===== src/rtl/uart_pkg.sv =====
// -----------------------------------------------------------------------------
// uart_pkg
// Shared definitions for the UART receive path:
//   - state_t           : receiver FSM state encoding
//   - BAUD_W            : width of the bit-period counter
//   - DATA_BITS_8/7     : frame-length constants (data bits per character)
//   - LAST_BIT_8/7      : bit-counter value of the final data bit
//   - baud_period()     : baud_val -> bit period in 100 MHz clocks
// -----------------------------------------------------------------------------
package uart_pkg;

    typedef enum logic [2:0] {
        ST_IDLE   = 3'd0,
        ST_START  = 3'd1,
        ST_DATA   = 3'd2,
        ST_PARITY = 3'd3,
        ST_STOP   = 3'd4
    } state_t;

    // 333333 clocks (300 baud) is the longest period and needs 19 bits.
    localparam int BAUD_W = 19;

    localparam int BIT_CNT_W   = 3;
    localparam int DATA_BITS_8 = 8;
    localparam int DATA_BITS_7 = 7;
    localparam logic [BIT_CNT_W-1:0] LAST_BIT_8 = BIT_CNT_W'(DATA_BITS_8 - 1);
    localparam logic [BIT_CNT_W-1:0] LAST_BIT_7 = BIT_CNT_W'(DATA_BITS_7 - 1);

    // Bit period in clock cycles at 100 MHz for each baud selection.
    function automatic logic [BAUD_W-1:0] baud_period(input logic [3:0] sel);
        case (sel)
            4'd0:    baud_period = BAUD_W'(333333);
            4'd1:    baud_period = BAUD_W'(83333);
            4'd2:    baud_period = BAUD_W'(41667);
            4'd3:    baud_period = BAUD_W'(20833);
            4'd4:    baud_period = BAUD_W'(10417);
            4'd5:    baud_period = BAUD_W'(5208);
            4'd6:    baud_period = BAUD_W'(2604);
            4'd7:    baud_period = BAUD_W'(1736);
            4'd8:    baud_period = BAUD_W'(868);
            4'd9:    baud_period = BAUD_W'(434);
            4'd10:   baud_period = BAUD_W'(217);
            default: baud_period = BAUD_W'(109);
        endcase
    endfunction

endpackage


===== src/rtl/uart_baud_cnt.sv =====
// -----------------------------------------------------------------------------
// uart_baud_cnt
// Down-counter that produces one-cycle ticks spaced by 'period' clocks.
//   clk    : system clock
//   reset  : asynchronous active-low reset
//   period : bit period in clocks (must be >= 2)
//   load   : restart the count this cycle (suppresses tick)
//   half   : with load, the first tick comes after period/2 clocks
//   tick   : one-cycle pulse at the end of each (half) period
// After a tick the counter reloads a full period by itself, so a single
// half-period load lands every later tick in the middle of a bit.
// -----------------------------------------------------------------------------
module uart_baud_cnt
    import uart_pkg::*;
(
    input  logic              clk,
    input  logic              reset,
    input  logic [BAUD_W-1:0] period,
    input  logic              load,
    input  logic              half,
    output logic              tick
);

    logic [BAUD_W-1:0] cnt_reg;
    logic [BAUD_W-1:0] cnt_next;

    assign tick = (cnt_reg == '0) && !load;

    always_comb begin
        cnt_next = cnt_reg - 1'b1;
        if (load) begin
            cnt_next = (half ? (period >> 1) : period) - 1'b1;
        end else if (cnt_reg == '0) begin
            cnt_next = period - 1'b1;
        end
    end

    always_ff @(posedge clk or negedge reset) begin
        if (!reset) begin
            cnt_reg <= '0;
        end else begin
            cnt_reg <= cnt_next;
        end
    end

endmodule


===== src/rtl/uart_rx_engine.sv =====
// -----------------------------------------------------------------------------
// uart_rx_engine
// UART receiver: 7/8 data bits, optional parity bit, one stop bit.
//   clk        : 100 MHz system clock
//   reset      : asynchronous active-low reset
//   rx         : serial input, idle high, asynchronous to clk
//   bit8       : 1 = 8 data bits, 0 = 7 data bits (rx_data[7] = 0)
//   parity_en  : a parity bit follows the data bits
//   odd_n_even : 1 = odd parity, 0 = even parity
//   baud_val   : baud-rate select (see uart_pkg::baud_period)
//   rd_ack     : one-cycle pulse, consumer has read rx_data
//   rx_data    : last received character
//   rxrdy      : character available
//   perr/ferr/ovf : parity error, framing error, overrun
// Build option: UART_RX_PARITY_CHECK_EN enables the parity check. Without it
// the parity bit is still consumed but perr is tied low.
// Frame settings are captured when a start bit is detected, so changing them
// mid-frame only affects the next character.
// -----------------------------------------------------------------------------
module uart_rx_engine
    import uart_pkg::*;
(
    input  logic       clk,
    input  logic       reset,
    input  logic       rx,
    input  logic       bit8,
    input  logic       parity_en,
    input  logic       odd_n_even,
    input  logic [3:0] baud_val,
    input  logic       rd_ack,
    output logic [7:0] rx_data,
    output logic       rxrdy,
    output logic       perr,
    output logic       ferr,
    output logic       ovf
);

    logic rx_meta_reg;
    logic rx_sync_reg;

    state_t state_reg;
    state_t state_next;

    logic [BAUD_W-1:0]    period_reg;
    logic                 bit8_reg;
    logic                 parity_en_reg;
    logic [BIT_CNT_W-1:0] bit_cnt_reg;
    logic [7:0]           shift_reg;
    logic                 wait_high_reg;

    logic [7:0] rx_data_reg;
    logic       rxrdy_reg;
    logic       ferr_reg;
    logic       ovf_reg;

    logic [BAUD_W-1:0]    cnt_period;
    logic                 cnt_load;
    logic                 cnt_half;
    logic                 tick;
    logic                 frame_done;
    logic                 start_det;
    logic [BIT_CNT_W-1:0] last_bit;

    // Two-flop synchronizer; reset value is the idle (high) line level.
    always_ff @(posedge clk or negedge reset) begin
        if (!reset) begin
            rx_meta_reg <= 1'b1;
            rx_sync_reg <= 1'b1;
        end else begin
            rx_meta_reg <= rx;
            rx_sync_reg <= rx_meta_reg;
        end
    end

    // While idle the live baud selection feeds the counter so the half-bit
    // load at start detection already uses the new rate.
    assign cnt_period = (state_reg == ST_IDLE) ? baud_period(baud_val) : period_reg;
    assign last_bit   = bit8_reg ? LAST_BIT_8 : LAST_BIT_7;

    uart_baud_cnt u_baud_cnt (
        .clk    (clk),
        .reset  (reset),
        .period (cnt_period),
        .load   (cnt_load),
        .half   (cnt_half),
        .tick   (tick)
    );

    always_ff @(posedge clk or negedge reset) begin
        if (!reset) begin
            state_reg <= ST_IDLE;
        end else begin
            state_reg <= state_next;
        end
    end

    always_comb begin
        state_next = state_reg;
        cnt_load   = 1'b0;
        cnt_half   = 1'b0;
        frame_done = 1'b0;
        start_det  = 1'b0;
        case (state_reg)
            ST_IDLE: begin
                if (!wait_high_reg && !rx_sync_reg) begin
                    state_next = ST_START;
                    cnt_load   = 1'b1;
                    cnt_half   = 1'b1;
                    start_det  = 1'b1;
                end
            end
            ST_START: begin
                // High at mid start bit is a glitch: drop it silently.
                if (tick) begin
                    state_next = rx_sync_reg ? ST_IDLE : ST_DATA;
                end
            end
            ST_DATA: begin
                if (tick && (bit_cnt_reg == last_bit)) begin
                    state_next = parity_en_reg ? ST_PARITY : ST_STOP;
                end
            end
            ST_PARITY: begin
                if (tick) begin
                    state_next = ST_STOP;
                end
            end
            ST_STOP: begin
                if (tick) begin
                    state_next = ST_IDLE;
                    frame_done = 1'b1;
                end
            end
            default: state_next = ST_IDLE;
        endcase
    end

    // Frame datapath: settings capture, bit collection, break handling.
    always_ff @(posedge clk or negedge reset) begin
        if (!reset) begin
            period_reg    <= '0;
            bit8_reg      <= 1'b0;
            parity_en_reg <= 1'b0;
            bit_cnt_reg   <= '0;
            shift_reg     <= '0;
            wait_high_reg <= 1'b1;
        end else begin
            if (start_det) begin
                period_reg    <= baud_period(baud_val);
                bit8_reg      <= bit8;
                parity_en_reg <= parity_en;
                bit_cnt_reg   <= '0;
                shift_reg     <= '0;
            end
            if ((state_reg == ST_DATA) && tick) begin
                shift_reg[bit_cnt_reg] <= rx_sync_reg;
                bit_cnt_reg            <= bit_cnt_reg + 1'b1;
            end
            // A low stop bit (break) or a fresh reset must see the line
            // return high before another start bit is accepted.
            if (frame_done && !rx_sync_reg) begin
                wait_high_reg <= 1'b1;
            end else if ((state_reg == ST_IDLE) && rx_sync_reg) begin
                wait_high_reg <= 1'b0;
            end
        end
    end

    // Completion wins over a simultaneous rd_ack; overrun only counts when
    // the previous character was still unread at completion.
    always_ff @(posedge clk or negedge reset) begin
        if (!reset) begin
            rx_data_reg <= 8'h00;
            rxrdy_reg   <= 1'b0;
            ferr_reg    <= 1'b0;
            ovf_reg     <= 1'b0;
        end else if (frame_done) begin
            rx_data_reg <= shift_reg;
            rxrdy_reg   <= 1'b1;
            ferr_reg    <= ~rx_sync_reg;
            ovf_reg     <= rxrdy_reg & ~rd_ack;
        end else if (rd_ack) begin
            rxrdy_reg <= 1'b0;
            ferr_reg  <= 1'b0;
            ovf_reg   <= 1'b0;
        end
    end

`ifdef UART_RX_PARITY_CHECK_EN
    logic odd_reg;
    logic perr_pend_reg;
    logic perr_reg;

    always_ff @(posedge clk or negedge reset) begin
        if (!reset) begin
            odd_reg       <= 1'b0;
            perr_pend_reg <= 1'b0;
            perr_reg      <= 1'b0;
        end else begin
            if (start_det) begin
                odd_reg       <= odd_n_even;
                perr_pend_reg <= 1'b0;
            end
            // Expected parity bit = XOR of data bits, inverted for odd.
            if ((state_reg == ST_PARITY) && tick) begin
                perr_pend_reg <= rx_sync_reg ^ (^shift_reg) ^ odd_reg;
            end
            if (frame_done) begin
                perr_reg <= perr_pend_reg;
            end else if (rd_ack) begin
                perr_reg <= 1'b0;
            end
        end
    end

    assign perr = perr_reg;
`else
    logic unused_parity;
    assign unused_parity = &{1'b0, odd_n_even};
    assign perr = 1'b0;
`endif

    assign rx_data = rx_data_reg;
    assign rxrdy   = rxrdy_reg;
    assign ferr    = ferr_reg;
    assign ovf     = ovf_reg;

endmodule

===== config.mk =====
export PLATFORM = sky130hd
export DESIGN_NAME = uart_rx_engine
export DESIGN_NICKNAME = d
export VERILOG_FILES = /design/src/rtl/uart_pkg.sv /design/src/rtl/uart_baud_cnt.sv /design/src/rtl/uart_rx_engine.sv
export SDC_FILE = /design/constraint.sdc
export NUM_CORES = 1
export LEC_CHECK = 0
export CORE_ASPECT_RATIO = 0.5
export CORE_MARGIN = 8
export CORE_UTILIZATION = 40
export DETAILED_ROUTE_END_ITERATION = 10
export PLACE_DENSITY = 0.58
export SYNTH_ARGS = -nofsm -noshare
export SYNTH_HDL_FRONTEND = slang
export SYNTH_SLANG_ARGS = --single-unit

===== constraint.sdc =====
create_clock -name clk -period 2.25 [get_ports clk]
set_input_delay 0.45 -clock clk [delete_from_list [all_inputs] [get_ports clk]]
set_output_delay 0.45 -clock clk [all_outputs]
set_load 0.01 [all_outputs]

# Word-level counts from Yosys, hierarchy flattened
# Memories as Yosys holds them, arrays and structs flattened. A register that Yosys moved wholly into a read port is not among the register bits.
# Index checks and enable logic that the tools add are counted.
# word_totals
regBits,68
rom_bits,576
out_inout_bits,12
elab_cells,82
memories,2
# classes
add_sub_neg,4
magnitude_cmp,2
eq_ne,10
n_mux,30
bitwise,3
reduce_logical,17
# memory_table
name,depth,width,read_ports,rd_clocked_by_memory_dff,wr,line,rtl
(name not given),16,18,1,0,0,uart_pkg.sv:31,case (sel)
(name not given),16,18,1,1,0,uart_pkg.sv:31,
# ops
op,n
19-bit two-way mux,4
"19-bit by 1-bit subtractor with 19-bit output, second input constant",3
3-bit two-way mux,8
19-bit zero test,1
8-bit two-way mux,2
3-bit case mux with 5 select lines,1
1-bit two-way mux,12
8-bit bitwise mux,1
"2-bit != test, second input constant",4
1-bit logical AND,7
"3-bit by 2-bit == test with 1-bit output, second input constant",2
2-bit nonzero test,3
5-bit AND reduction,1
1-bit zero test,4
"3-bit by 4-bit < comparator with 1-bit output, second input constant",1
"3-bit by 1-bit adder with 3-bit output, second input constant",1
1-bit demux with 3-bit select,1
"3-bit by 1-bit == test with 1-bit output, second input constant",1
3-bit == test,1
"3-bit == test, second input constant",1
"3-bit by 1-bit greater-or-equal comparator with 1-bit output, second input constant",1
3-bit zero test,1
2-bit two-way mux,1
"2-bit by 1-bit != test with 1-bit output, second input constant",1
2 further kinds,3

# Logic depth before layout (Yosys ltp)
# depth
word_depth,10
ltp_mapped,11

# By module
# From an unflattened synthesis, not the netlist that was laid out.
# unflattened
hier_cells,452
hier_area_um2,4290.4
# by_module_without_submodules
mod,n_inst,cells_each,area_each_um2,seq_area_each_um2
uart_rx_engine,1,256,2631.3,1204.9
uart_baud_cnt,1,196,1659.1,475.5

# Worst setup path before layout
# No wires, ideal clock.
# synth_path
kind,in2reg
start,input port baud_val[0]
end,register u_baud_cnt.cnt_reg[16]
setup_ns,0.080
arrival_time_ns,2.528
required_ns,2.170
slack_ns,-0.358
stages,10
path_buffers,1
path_cell_list,inv_1 -> ha_1 -> nor2b_1 -> or4_4 -> o21a_1 -> a31oi_2 -> nand4_1 -> buf_4 -> nor4_1 -> xnor2_1
# synth_via
elab_chain_len,5
word_cells_on_any_way,7
cone_classes,add/sub (2); mux (4); memory (1)
# synth_lines
item,line,rtl
start: declaration,uart_rx_engine.sv:29,"input logic [3:0] baud_val,"
memory read 16 x 18 bit (*),n/a,
19-bit two-way mux (*),uart_rx_engine.sv:77,assign cnt_period = (state_reg == ST_IDLE) ? baud_period(baud_val) : period_reg;
19-bit by 1-bit subtractor with 19-bit output or 19-bit two-way mux (tied branches),"uart_baud_cnt.sv:34, uart_baud_cnt.sv:32",
19-bit two-way mux or 19-bit by 1-bit subtractor with 19-bit output (tied branches),"uart_baud_cnt.sv:33, uart_baud_cnt.sv:32",
19-bit two-way mux (*),uart_baud_cnt.sv:31,if (load) begin
named net u_baud_cnt.cnt_next[16],uart_baud_cnt.sv:25,logic [BAUD_W-1:0] cnt_next;
end signal: assignment,uart_baud_cnt.sv:42,cnt_reg <= cnt_next;
end: declaration,uart_baud_cnt.sv:24,logic [BAUD_W-1:0] cnt_reg;
# Mark *: on every way through the listed nets, which the timed path passes. The rest lies on a longest branch.
# A chain may end at the register's enable or synchronous reset.

# Worst setup path in the final report
# layout_path
start,register state_reg[2]
end,register u_baud_cnt.cnt_reg[12]
# layout_via
elab_chain_len,5
word_cells_on_any_way,8
cone_classes,add/sub (2); mux (5); reduce/logical (1)
# layout_lines
item,line,rtl
start: declaration,uart_rx_engine.sv:41,state_t state_reg;
start signal: assignment,uart_rx_engine.sv:93,state_reg <= state_next;
3-bit zero test (*),"uart_rx_engine.sv:77, uart_rx_engine.sv:103",
19-bit two-way mux or 1-bit two-way mux (tied branches),"uart_rx_engine.sv:77, uart_rx_engine.sv:103",
19-bit by 1-bit subtractor with 19-bit output or 19-bit two-way mux (tied branches),"uart_baud_cnt.sv:34, uart_baud_cnt.sv:32",
19-bit two-way mux or 19-bit by 1-bit subtractor with 19-bit output (tied branches),"uart_baud_cnt.sv:33, uart_baud_cnt.sv:32",
19-bit two-way mux (*),uart_baud_cnt.sv:31,
named net u_baud_cnt.cnt_next[12],uart_baud_cnt.sv:25,
# Marked as above.

==> flow_summary.json <==
{
  "status": "finished, violations left",
  "violations": "negative setup slack",
  "drt-vias-per-instance": 5.439,
  "r2r-start": "state_reg[2]",
  "synth-main-ff-cell": "dfrtp_1",
  "start_util_pct": 40.96,
  "cap_violations": 0,
  "diodes": 0,
  "worstMarginPinSlew_ns": 0.5204,
  "syn_area_sq_mm": 0.003856,
  "fin_crit_sh_pct": 120.7,
  "synth_top_family_by_area": "simple AND/OR/NAND/NOR gates",
  "layout_common_cells": "117 x buf_4, 63 x dfrtp_1, 62 x nand2_1",
  "n_fill_cell": 707,
  "area_delta_synth_final_pct": 62.30,
  "critPathMaxFanout": 5,
  "io_pins": 23,
  "power_density_mw_per_mm2": 1109,
  "routed_wl_microns": 12590,
  "wl_per_cell_microns": 17.73,
  "cp.arrival_ns": 2.96,
  "drt_iter0_markers": 245,
  "rr_endpoint": "u_baud_cnt.cnt_reg[12]",
  "clockRootBuffer": "clkbuf_16",
  "cts_buffers": 9,
  "ir_worst_vdd_v": 0.0004597,
  "leakagePower_nw": 2.809,
  "synth_enable_flop_cells": 0,
  "grt.overflow.total": 0,
  "register_area_sq_mm": 0.001682,
  "setup_viol": 16,
  "ys.warnings.count": 0,
  "cts_max_level": 3,
  "r2r_slack_ns": -0.47,
  "clockBufferDepth": 2,
  "seq_area_frac_synth_pct": 43.58,
  "setup_ws_ns": -0.4659,
  "final_common_cell": "buf_4",
  "place_hpwl_microns": 8574,
  "syn_inst": 419,
  "worst_ep_required_time_ns": 2.50,
  "layoutNonFillerInstCount": 710,
  "yosys.area_share.adder_pct": 2.596,
  "worstSetupEndpointType": "flop",
  "fin_nets": 589,
  "ant_nets": 0,
  "layout-drive-gt1-share_pct": 43.83,
  "portBuffers": 20,
  "worstSkewPairLatency_ns": 0.34,
  "synth-xor-area-share_pct": 4.088,
  "multi_input_area_sq_mm": 0.002539,
  "max_freq_ghz": 0.3682,
  "std_cell_rows": 25,
  "synth_compound_area_share_pct": 16.42,
  "yosys-mux-area-fraction_pct": 5.062,
  "vias": 3862,
  "die_height_microns": 85.43,
  "hp-class": "in2async",
  "die_w_microns": 154.9,
  "final_util_pct": 66.47,
  "final-hold-violation-count": 0,
  "report.final.slew_viol_count": 0,
  "finalClockSkew_ns": 0.01014,
  "antenna_found_initial": 0,
  "grt_pass1_wl_microns": 19940,
  "gp_congestion": 0.9427,
  "core_sq_mm": 0.009415,
  "cp-start-kind": "flop",
  "dr.pass1.iters": 5,
  "synth-simple-area-share_pct": 24.33,
  "clk_pin_slew_ns": 0.05,
  "ys_ff_latch": 67,
  "syn_area_per_cell_sq_um": 9.203,
  "die_area_sq_mm": 0.01323,
  "worstSetupPathType": "reg2reg",
  "async_flop_share_pct": 100.0,
  "dp.cells": 658,
  "first_global_vias": 3779,
  "grt_start_max_net_pins": 68,
  "drc": 0,
  "r2r_cells": 9,
  "synth_nets": 438,
  "grt_setup_unrepaired": "true",
  "clock_sinks": 67,
  "gr-usage-all-layers_pct": 19.21,
  "cts_tree": "yes",
  "cts_hold_buf": 0,
  "synth_cell_types": 66,
  "period_needed_ns": 2.716,
  "largest_reg_flops": 19,
  "relSlewSlack_pct": 65.23
}
worst max path at each step:
stage                       startpoint                endpoint  slack (ns)  cells after the start
after floorplan           state_reg[1]  u_baud_cnt.cnt_reg[14]       -0.23                     11
after global placement     baud_val[1]  u_baud_cnt.cnt_reg[18]       -1.08                     12
after detailed placement   baud_val[1]  u_baud_cnt.cnt_reg[18]       -1.13                     12
after CTS                 state_reg[2]  u_baud_cnt.cnt_reg[12]       -0.34                      9
after global routing      state_reg[2]  u_baud_cnt.cnt_reg[12]       -0.54                      9
final                     state_reg[2]  u_baud_cnt.cnt_reg[12]       -0.47                      9
layout make-up:
class                           count  share of cell area, %
Tap cell                          135                  2.699
Clock inverter                      7                  1.180
Clock buffer                        9                  3.599
Timing Repair Buffer              168                  24.21
Sequential cell                    67                  26.87
Multi-Input combinational cell    316                  40.56
Inverter                            8                 0.8796
synth_stat cells (3+ instances only):
library cell | count | area [sq um]
inv_1 | 8 | 30.03
nand2_1 | 65 | 244.0
a21o_1 | 6 | 45.04
nand3_1 | 18 | 90.09
nor2_1 | 24 | 90.09
nor2b_1 | 7 | 43.79
clkbuf_1 | 19 | 71.32
mux2_2 | 12 | 135.1
mux2i_1 | 6 | 60.06
nand3b_1 | 4 | 30.03
buf_2 | 4 | 20.02
o21ai_0 | 20 | 100.1
a21oi_1 | 18 | 90.09
nor4_2 | 3 | 37.54
o31a_1 | 4 | 35.03
a31o_2 | 4 | 35.03
buf_1 | 3 | 11.26
nor3b_1 | 3 | 22.52
and3_1 | 5 | 31.28
o21ai_1 | 3 | 15.01
dfrtp_1 | 64 | 1602
nand4_1 | 6 | 37.54
a221oi_1 | 4 | 35.03
ha_1 | 8 | 100.1
o21a_1 | 5 | 37.54
nand2b_1 | 6 | 37.54
o22a_1 | 3 | 26.28
a31oi_1 | 5 | 31.28
xor2_1 | 7 | 61.31
nor4_1 | 10 | 62.56
dfstp_2 | 3 | 78.83
nor3_1 | 9 | 45.04
o31ai_1 | 3 | 22.52
xnor2_1 | 11 | 96.34
metal layers:
| layer | GRT usage (%) | share of wire (%) |
|---|---|---|
| met5 | 0 | 0 |
| met2 | 30.90 | 47 |
| met1 | 25.74 | 47 |
| met3 | 3.953 | 5.0 |
| met4 | 5.296 | 1.6 |
power breakdown:
| part | total [W] | switching (W) | internal (W) |
|---|---|---|---|
| clock | 0.00142 | 0.000557 | 0.000862 |
| sequential | 0.00181 | 0.000270 | 0.00155 |
| combinational | 0.00370 | 0.00183 | 0.00188 |
| total | 0.00694 | 0.00265 | 0.00429 |
what timing repair did:
item	in CTS	in global routing
resized for setup	64	32
pin swaps	35	16
buffers inserted	22	13
gates cloned	1	0
setup endpoints to repair	37	24
worst max-delay path, stage by stage, from the launching register on:
cell and delay, ns:
dfrtp_1 0.39, or3_4 0.43, or4_4 0.55, o21a_1 0.14, a31oi_2 0.19, nand4_1 0.17, buf_6 0.18, buf_8 0.13
nor4b_4 0.27, xnor2_1 0.17
stage by stage:
step,setup slack [ns],power [W],area (sq um),hold slack [ns],TNS (ns)
after floorplan,-0.2277,0.003306,4096,0.1544,-1.935
after global placement,-1.076,0.004452,5187,0.3475,-17.88
after detailed placement,-1.125,0.004509,5187,0.3522,-18.86
after CTS,-0.3408,0.006574,6000,0.1412,-3.128
after global routing,-0.5440,0.007298,6259,0.1465,-6.737
final,-0.4659,0.006938,6259,0.1142,-4.703
logic make-up after synthesis:
kind of cell,count (synthesis)
simple gates,179
compound gates,92
flops,67
buf+inv,36
xor+xnor,18
mux,18
fa+ha+maj,8
other cells,1
No activity file was read; power rests on OpenSTA's default activity.
